**config.mk**
```make
export PLATFORM = sky130hd
export DESIGN_NAME = hm2_port_adaptor
export DESIGN_NICKNAME = d
export VERILOG_FILES = /design/src/rtl/hm2_adaptor_pkg.sv /design/src/rtl/hm2_pin_sync.sv /design/src/rtl/hm2_port_adaptor.sv
export SDC_FILE = /design/constraint.sdc
export NUM_CORES = 1
export LEC_CHECK = 0
export CAP_MARGIN = 40
export CELL_PAD_IN_SITES_DETAIL_PLACEMENT = 1
export CELL_PAD_IN_SITES_GLOBAL_PLACEMENT = 1
export CORE_MARGIN = 10
export CORE_UTILIZATION = 25
export DETAILED_ROUTE_END_ITERATION = 12
export HOLD_SLACK_MARGIN = 0.06
export PLACE_DENSITY_LB_ADDON = 0.1
export SYNTH_ARGS = -nofsm -noshare
export SYNTH_HDL_FRONTEND = slang
export SYNTH_SLANG_ARGS = --single-unit
```
**constraint.sdc**
```tcl
create_clock -name clklow -period 2.5 [get_ports clklow]
set_input_delay 0.75 -clock clklow [delete_from_list [all_inputs] [get_ports clklow]]
set_output_delay 0.75 -clock clklow [all_outputs]
set_load 0.01 [all_outputs]
```
**src/rtl/hm2_adaptor_pkg.sv**
```systemverilog
// Shared types and helpers for the HostMot2 port adaptor.
package hm2_adaptor_pkg;

  typedef enum logic {ADP_STRAIGHT = 1'b0, ADP_DB25 = 1'b1} adp_mode_e;
  typedef enum logic [1:0] {IDLE, GUARD, APPLY} adp_state_e;

  // Widest port the live-pin mask helper can describe.
  localparam int MAX_PORT_W = 64;

  // Mode register read-back layout.
  localparam int RD_FIELD_W     = 8;
  localparam int RD_ACTIVE_LSB  = 0;
  localparam int RD_PENDING_LSB = 16;
  localparam int RD_BUSY_BIT    = 31;

  // Live-pin mask of one port: all pins in STRAIGHT, the low db25_pins in DB25.
  function automatic logic [MAX_PORT_W-1:0] port_mask(input logic [7:0] mode,
                                                       input int port,
                                                       input int db25_pins);
    if (adp_mode_e'(mode[port[2:0]]) == ADP_DB25)
      return (64'd1 << db25_pins) - 64'd1;
    return '1;
  endfunction

endpackage

```
**src/rtl/hm2_pin_sync.sv**
```systemverilog
// Per-bit multi-flop input synchroniser.
module hm2_pin_sync #(
  parameter int Width  = 1,
  parameter int Stages = 2
) (
  input  logic             clk,
  input  logic             rst_n,
  input  logic [Width-1:0] d,
  output logic [Width-1:0] q
);

  logic [Stages-1:0][Width-1:0] pipe;

  // Shift raw pins through Stages flops; the last stage is the clean value.
  always_ff @(posedge clk or negedge rst_n) begin
    if (!rst_n) pipe <= '0;
    else        pipe <= {pipe[Stages-2:0], d};
  end

  assign q = pipe[Stages-1];

endmodule

```
**src/rtl/hm2_port_adaptor.sv**
```systemverilog
// Maps the flat HostMot2 I/O bus onto GPIO headers with a per-port
// STRAIGHT/DB25 mode and a break-before-make guard on mode changes.
module hm2_port_adaptor
  import hm2_adaptor_pkg::*;
#(
  parameter int IOPorts     = 3,
  parameter int PortWidth   = 24,
  parameter int NumGPIO     = 2,
  parameter int GPIOWidth   = 36,
  parameter int DB25Pins    = 17,
  parameter int GuardCycles = 4,
  parameter int SyncStages  = 2,
  parameter logic [IOPorts-1:0] DefaultMode = '0,
  parameter int AddrWidth   = 16,
  parameter int BusWidth    = 32,
  parameter logic [AddrWidth-1:0] ModeAddr = 'h0100
) (
  input  logic                           clklow,
  input  logic                           reset_n,
  input  logic [AddrWidth-1:0]           bus_addr,
  input  logic [BusWidth-1:0]            bus_wdata,
  input  logic                           bus_we,
  input  logic                           bus_re,
  output logic [BusWidth-1:0]            bus_rdata,
  input  logic [IOPorts*PortWidth-1:0]   hm2_out,
  input  logic [IOPorts*PortWidth-1:0]   hm2_oe,
  output logic [IOPorts*PortWidth-1:0]   hm2_in,
  output logic [NumGPIO*GPIOWidth-1:0]   gpio_out,
  output logic [NumGPIO*GPIOWidth-1:0]   gpio_oe,
  input  logic [NumGPIO*GPIOWidth-1:0]   gpio_in,
  output logic                           busy
);

  localparam int MAP = IOPorts * PortWidth;
  localparam int TOT = NumGPIO * GPIOWidth;

  if (MAP > TOT || DB25Pins > PortWidth || IOPorts > 8 || IOPorts < 1 ||
      PortWidth > MAX_PORT_W || BusWidth < 32 || SyncStages < 2 ||
      SyncStages > 4 || GuardCycles < 1 || GuardCycles > 255) begin : g_bad_cfg
    $fatal(1, "hm2_port_adaptor: invalid parameter combination");
  end

  adp_state_e         state, state_nxt;
  logic [IOPorts-1:0] active, pending, active_nxt, pending_nxt;
  logic [7:0]         cnt, cnt_nxt;
  logic [IOPorts-1:0] wr_mode, eff_mode, guard_ports;
  logic               mode_wr;

  assign mode_wr = bus_we && (bus_addr == ModeAddr);
  assign wr_mode = bus_wdata[IOPorts-1:0];
  assign busy    = (state != IDLE);

  // During APPLY the pins already take the incoming mode so the old
  // mode is never re-enabled between guard and switch-over.
  assign eff_mode    = (state == APPLY) ? pending : active;
  assign guard_ports = (state == GUARD) ? (pending ^ active) : '0;

  // Mode FSM state and registers.
  always_ff @(posedge clklow or negedge reset_n) begin
    if (!reset_n) begin
      state   <= IDLE;
      active  <= DefaultMode;
      pending <= DefaultMode;
      cnt     <= '0;
    end else begin
      state   <= state_nxt;
      active  <= active_nxt;
      pending <= pending_nxt;
      cnt     <= cnt_nxt;
    end
  end

  // Next-state: IDLE also catches a write that landed during APPLY,
  // since that is the only way pending can differ from active there.
  always_comb begin
    state_nxt   = state;
    active_nxt  = active;
    pending_nxt = pending;
    cnt_nxt     = cnt;
    case (state)
      IDLE: begin
        if (mode_wr) pending_nxt = wr_mode;
        if ((mode_wr ? wr_mode : pending) != active) begin
          state_nxt = GUARD;
          cnt_nxt   = 8'(GuardCycles);
        end
      end
      GUARD: begin
        if (mode_wr) begin
          pending_nxt = wr_mode;
          if (wr_mode == active) begin
            state_nxt = IDLE;
            cnt_nxt   = '0;
          end else begin
            cnt_nxt   = 8'(GuardCycles);
          end
        end else begin
          cnt_nxt = cnt - 8'd1;
          if (cnt <= 8'd1) state_nxt = APPLY;
        end
      end
      APPLY: begin
        active_nxt = pending;
        state_nxt  = IDLE;
        if (mode_wr) pending_nxt = wr_mode;
      end
      default: state_nxt = IDLE;
    endcase
  end

  // Live-pin masks: outputs use the effective mode plus guard, inputs the active mode.
  logic [MAP-1:0] out_live, in_live;

  for (genvar p = 0; p < IOPorts; p++) begin : g_port
    logic [MAX_PORT_W-1:0] pm_eff, pm_act;
    assign pm_eff = port_mask(8'(eff_mode), p, DB25Pins);
    assign pm_act = port_mask(8'(active), p, DB25Pins);
    assign out_live[p*PortWidth +: PortWidth] =
      pm_eff[PortWidth-1:0] & {PortWidth{~guard_ports[p]}};
    assign in_live[p*PortWidth +: PortWidth] = pm_act[PortWidth-1:0];
    if (PortWidth < MAX_PORT_W) begin : g_hi
      logic unused_hi;
      assign unused_hi = ^{pm_eff[MAX_PORT_W-1:PortWidth], pm_act[MAX_PORT_W-1:PortWidth]};
    end
  end

  logic [MAP-1:0] out_q, oe_q;

  // Registered, masked output path.
  always_ff @(posedge clklow or negedge reset_n) begin
    if (!reset_n) begin
      out_q <= '0;
      oe_q  <= '0;
    end else begin
      out_q <= hm2_out & out_live;
      oe_q  <= hm2_oe & out_live;
    end
  end

  // Unmapped header pins stay zero.
  assign gpio_out = TOT'(out_q);
  assign gpio_oe  = TOT'(oe_q);

  logic [TOT-1:0] sync_q;

  hm2_pin_sync #(.Width(TOT), .Stages(SyncStages)) u_sync (
    .clk   (clklow),
    .rst_n (reset_n),
    .d     (gpio_in),
    .q     (sync_q)
  );

  assign hm2_in = sync_q[MAP-1:0] & in_live;

  if (TOT > MAP) begin : g_spare
    logic unused_sync;
    assign unused_sync = ^sync_q[TOT-1:MAP];
  end

  logic unused_wdata;
  assign unused_wdata = ^bus_wdata[BusWidth-1:IOPorts];

  logic [31:0] rd_word;

  // Read-back word: active, pending and busy fields.
  always_comb begin
    rd_word = '0;
    rd_word[RD_ACTIVE_LSB  +: RD_FIELD_W] = RD_FIELD_W'(active);
    rd_word[RD_PENDING_LSB +: RD_FIELD_W] = RD_FIELD_W'(pending);
    rd_word[RD_BUSY_BIT]                  = busy;
  end

  // Read data registered one cycle after the strobe; pre-write values on a same-cycle write.
  always_ff @(posedge clklow or negedge reset_n) begin
    if (!reset_n)                              bus_rdata <= '0;
    else if (bus_re && bus_addr == ModeAddr)   bus_rdata <= BusWidth'(rd_word);
    else                                       bus_rdata <= '0;
  end

endmodule

```
==> impl_metrics.py, run 1 <==
metrics = {
    "status": {
        "run_status": "completed",
    },
    "sta": {
        "finalHoldViolCount": 0,
        "fin_crit_sh_pct": 95.5,
        "slew_headroom_pct": 59.4,
        "finalClockSkew_ns": 0.0203,
        "finalMaxSlewViolations": 0,
        "tightest_slew_ns": 0.608,
        "period_needed_ns": 2.39,
        "rsz0062_at_grt": "no",
        "setup_viol": 0,
        "fmax_mhz": 419,
        "fin_hold_ws_ns": 0.186,
    },
    "hold_path": {
        "holdCritPathClass": "in -> async",
    },
    "global_route": {
        "grt_pass1_wl_um": 51100,
        "grt_pass1_vias": 7502,
        "grt_start_max_net_pins": 62,
        "overflow": 0,
        "antenna_found_initial": 3,
        "grt_util_all_layers_pct": 13.8,
    },
    "critical_path": {
        "worst_setup_path_start_kind": "flop",
        "worstPathArrival_ns": 1.64,
        "cp_num_buf_inv": 1,
        "critPathRequiredTime_ns": 1.75,
        "r2r-start": "active[2]",
        "regToRegSetupSlack_ns": 0.60,
        "worstRegToRegCells": 7,
        "path_cells": "or2_2, clkdlybuf4s15_1",
        "critical_path_class": "reg -> out",
        "crit_family": "flip-flops",
        "critPathSlowestCell": "dfrtp_2",
        "reg2reg_to": "cnt[7]",
        "end_kind": "output pin",
        "crit_path_max_fanout": 9,
        "cpPeakStageDelay_ns": 0.47,
    },
    "final_layout": {
        "utilization_pct": 40.4,
        "drive_gt1_share_pct": 9.77,
        "area_growth_pct": 60.7,
        "regArea_mm2": 0.00779,
        "layout.nets": 1412,
        "fillers": 4218,
        "multi_input_area_mm2": 0.00190,
    },
    "pwr": {
        "p_sw_uw": 2590,
        "combPwrFrac_pct": 10.3,
        "powerDensity_mw_per_mm2": 714,
        "seqPwrFrac_pct": 45.6,
        "irDropWorstVdd_mv": 0.377,
        "switching_share_pct": 22.0,
        "p_leak_uw": 0.00702,
        "power.internal_uw": 9180,
        "p_clk_share_pct": 44.1,
    },
    "cts": {
        "clk_latency_ns": 0.54,
        "clkSinkCount": 311,
        "path_clk_slew_ns": 0.05,
        "cts_root_buf": "clkbuf_16",
        "cts.path.max_buffers": 3,
        "cts_buffers": 38,
        "cts-hold-fix-buffers": 0,
        "h-tree-depth": 2,
        "cts_tree": "done",
    },
    "detailed_routing": {
        "viasPerCell": 3.88,
        "vias": 6602,
        "routedWlPerCell_um": 20.4,
        "drtIter0Drc": 260,
        "drtPass1Iterations": 4,
        "post-route-drc-count": 0,
        "postRouteAntennaNets": 0,
        "wirelength_um": 34700,
    },
    "floorplan": {
        "io_pins": 517,
        "initial_core_util_pct": 25.2,
        "core_area_mm2": 0.0407,
        "core.rowCount": 74,
        "dieArea_mm2": 0.0495,
        "dieHeight_um": 223,
        "fp.dieW_um": 223,
    },
    "synth": {
        "synth_top_area_share_pct": 75.9,
        "synth_area_leaders": "dfrtp_1, and2_1, buf_4",
        "yosys.area.top_type": "dfrtp_1",
        "synth-main-ff-cell": "dfrtp_1",
        "ys_seq_elements": 311,
        "synth_seq_area_share_pct": 75.9,
        "synth_common_cells": "dfrtp_1, and2_1, buf_4, nor2b_1, clkbuf_1",
        "yosys_warnings": 0,
        "synth_most_common_cell": "dfrtp_1",
        "synth_enable_flop_cells": 0,
        "syn_inst": 680,
        "avgSynthCellArea_um2": 15.1,
        "synth_area_mm2": 0.0103,
        "synth.distinct_cells": 46,
        "async_reset_ff_share_pct": 100,
    },
    "placed_design": {
        "port_buffers": 462,
        "dp_hpwl_um": 27200,
        "place.gp.congestion": 0.767,
    },
    "flow_run": {
        "cap_violations": 0,
    },
}
routing by layer:
| layer | routed length, um | GRT usage [%] | up-vias |
|---|---|---|---|
| met1 | 13100 | 15.1 | 3288 |
| met4 | 679 | 4.45 | 2 |
| li1 | - | - | 2973 |
| met2 | 16500 | 22.1 | 297 |
| met3 | 4480 | 8.09 | 42 |
| met5 | 12 | 0 | - |
what timing repair did:
action                                  CTS  global route
gates cloned                              0             0
resized for setup                        24             1
setup buffers                             3             0
pin swaps                                 0             0
endpoints found under the hold margin     0             0
endpoints found under the setup margin   22             1
flip-flops by register name, summed over array words and instances, names as in the netlist, 3 cells and up:
name / cells
gpio_oe: 72
bus_rdata: 7
u_sync.q: 72
gpio_out: 72
pending: 3
active: 3
cnt: 8
u_sync.pipe: 72
cell usage in the layout, fill, tap and decap left out, types with 4 or more instances in the layout:
cell               n
dfrtp_2            4
buf_12             6
o21a_1             4
clkdlybuf4s50_1  441
clkbuf_16         39
and2_1           152
nor2b_1           33
clkbuf_8           6
buf_4             26
clkbuf_1          15
nand2b_1           5
dlygate4sd2_1     19
inv_1              4
nor2_1            11
mux2_2             6
nand2_1            5
conb_1            25
nor3_1             5
dfrtp_1          307
power by group through the flow:
stage	logic (uW)	registers [uW]	clock network (uW)
global route	1310	5400	5660
finish	1210	5370	5190
detailed placement	1250	5460	0
global placement	1240	5450	0
floorplan	315	5500	0
CTS	1240	5380	5430
area by class of cell:
cell class | count | share of cell area, %
flip-flops and latches | 311 | 47.3
repair buffers | 494 | 29.9
multi-input cells | 293 | 11.6
clock buffers | 60 | 6.77
well taps | 532 | 4.04
clock inverters | 5 | 0.372
inverters | 4 | 0.0911
diodes | 3 | 0.0456
stage by stage:
stage	setup WS, ns	TNS, ns	std cells	power (uW)	area, um2
after floorplan	0.258	0	704	5820	10300
after global placement	-0.410	-3.93	1631	6690	15300
after detailed placement	-0.413	-3.94	1631	6710	15300
after CTS	0.0324	0	1699	12000	16500
after global routing	0.00761	0	1701	12400	16500
final	0.113	0	1702	11800	16500
logic make-up (layout without fill, tap and decap cells):
| group | count (synthesis) | count (layout) | synth area share (%) |
|---|---|---|---|
| muxes | 6 | 6 | 0.659 |
| buffers and inverters | 100 | 563 | 6.53 |
| AOI/OAI and AO/OA | 34 | 34 | 2.62 |
| DFF | 311 | 311 | 75.9 |
| adders and majority gates | 2 | 2 | 0.244 |
| other | 1 | 28 | 0.0366 |
| and+or+nand+nor | 226 | 226 | 14.0 |
worst max-delay path by stage:
stage	start	to	cells past startpoint
finish	state[0]	busy	2
global route	state[0]	busy	2
CTS	state[0]	busy	2
global placement	bus_addr[9]	pending[0]	7
detailed placement	bus_addr[9]	pending[1]	7
floorplan	bus_addr[9]	cnt[5]	7
worst reg2reg max path, stage by stage (launching register included):
cell and delay, ns:
dfrtp_2 0.44, buf_4 0.17, nor2b_1 0.25, o22a_2 0.19
nor2_1 0.03, and4_1 0.20, buf_12 0.14, a221o_1 0.34
(Power assumes the default switching activity.)
==> inputs of run 2 (changes only) <==
ABC_CLOCK_PERIOD_IN_PS = 2500   (was default)
==> results of run 2 <==
The final DEF is identical to that of run 1; final timing and power are the same.
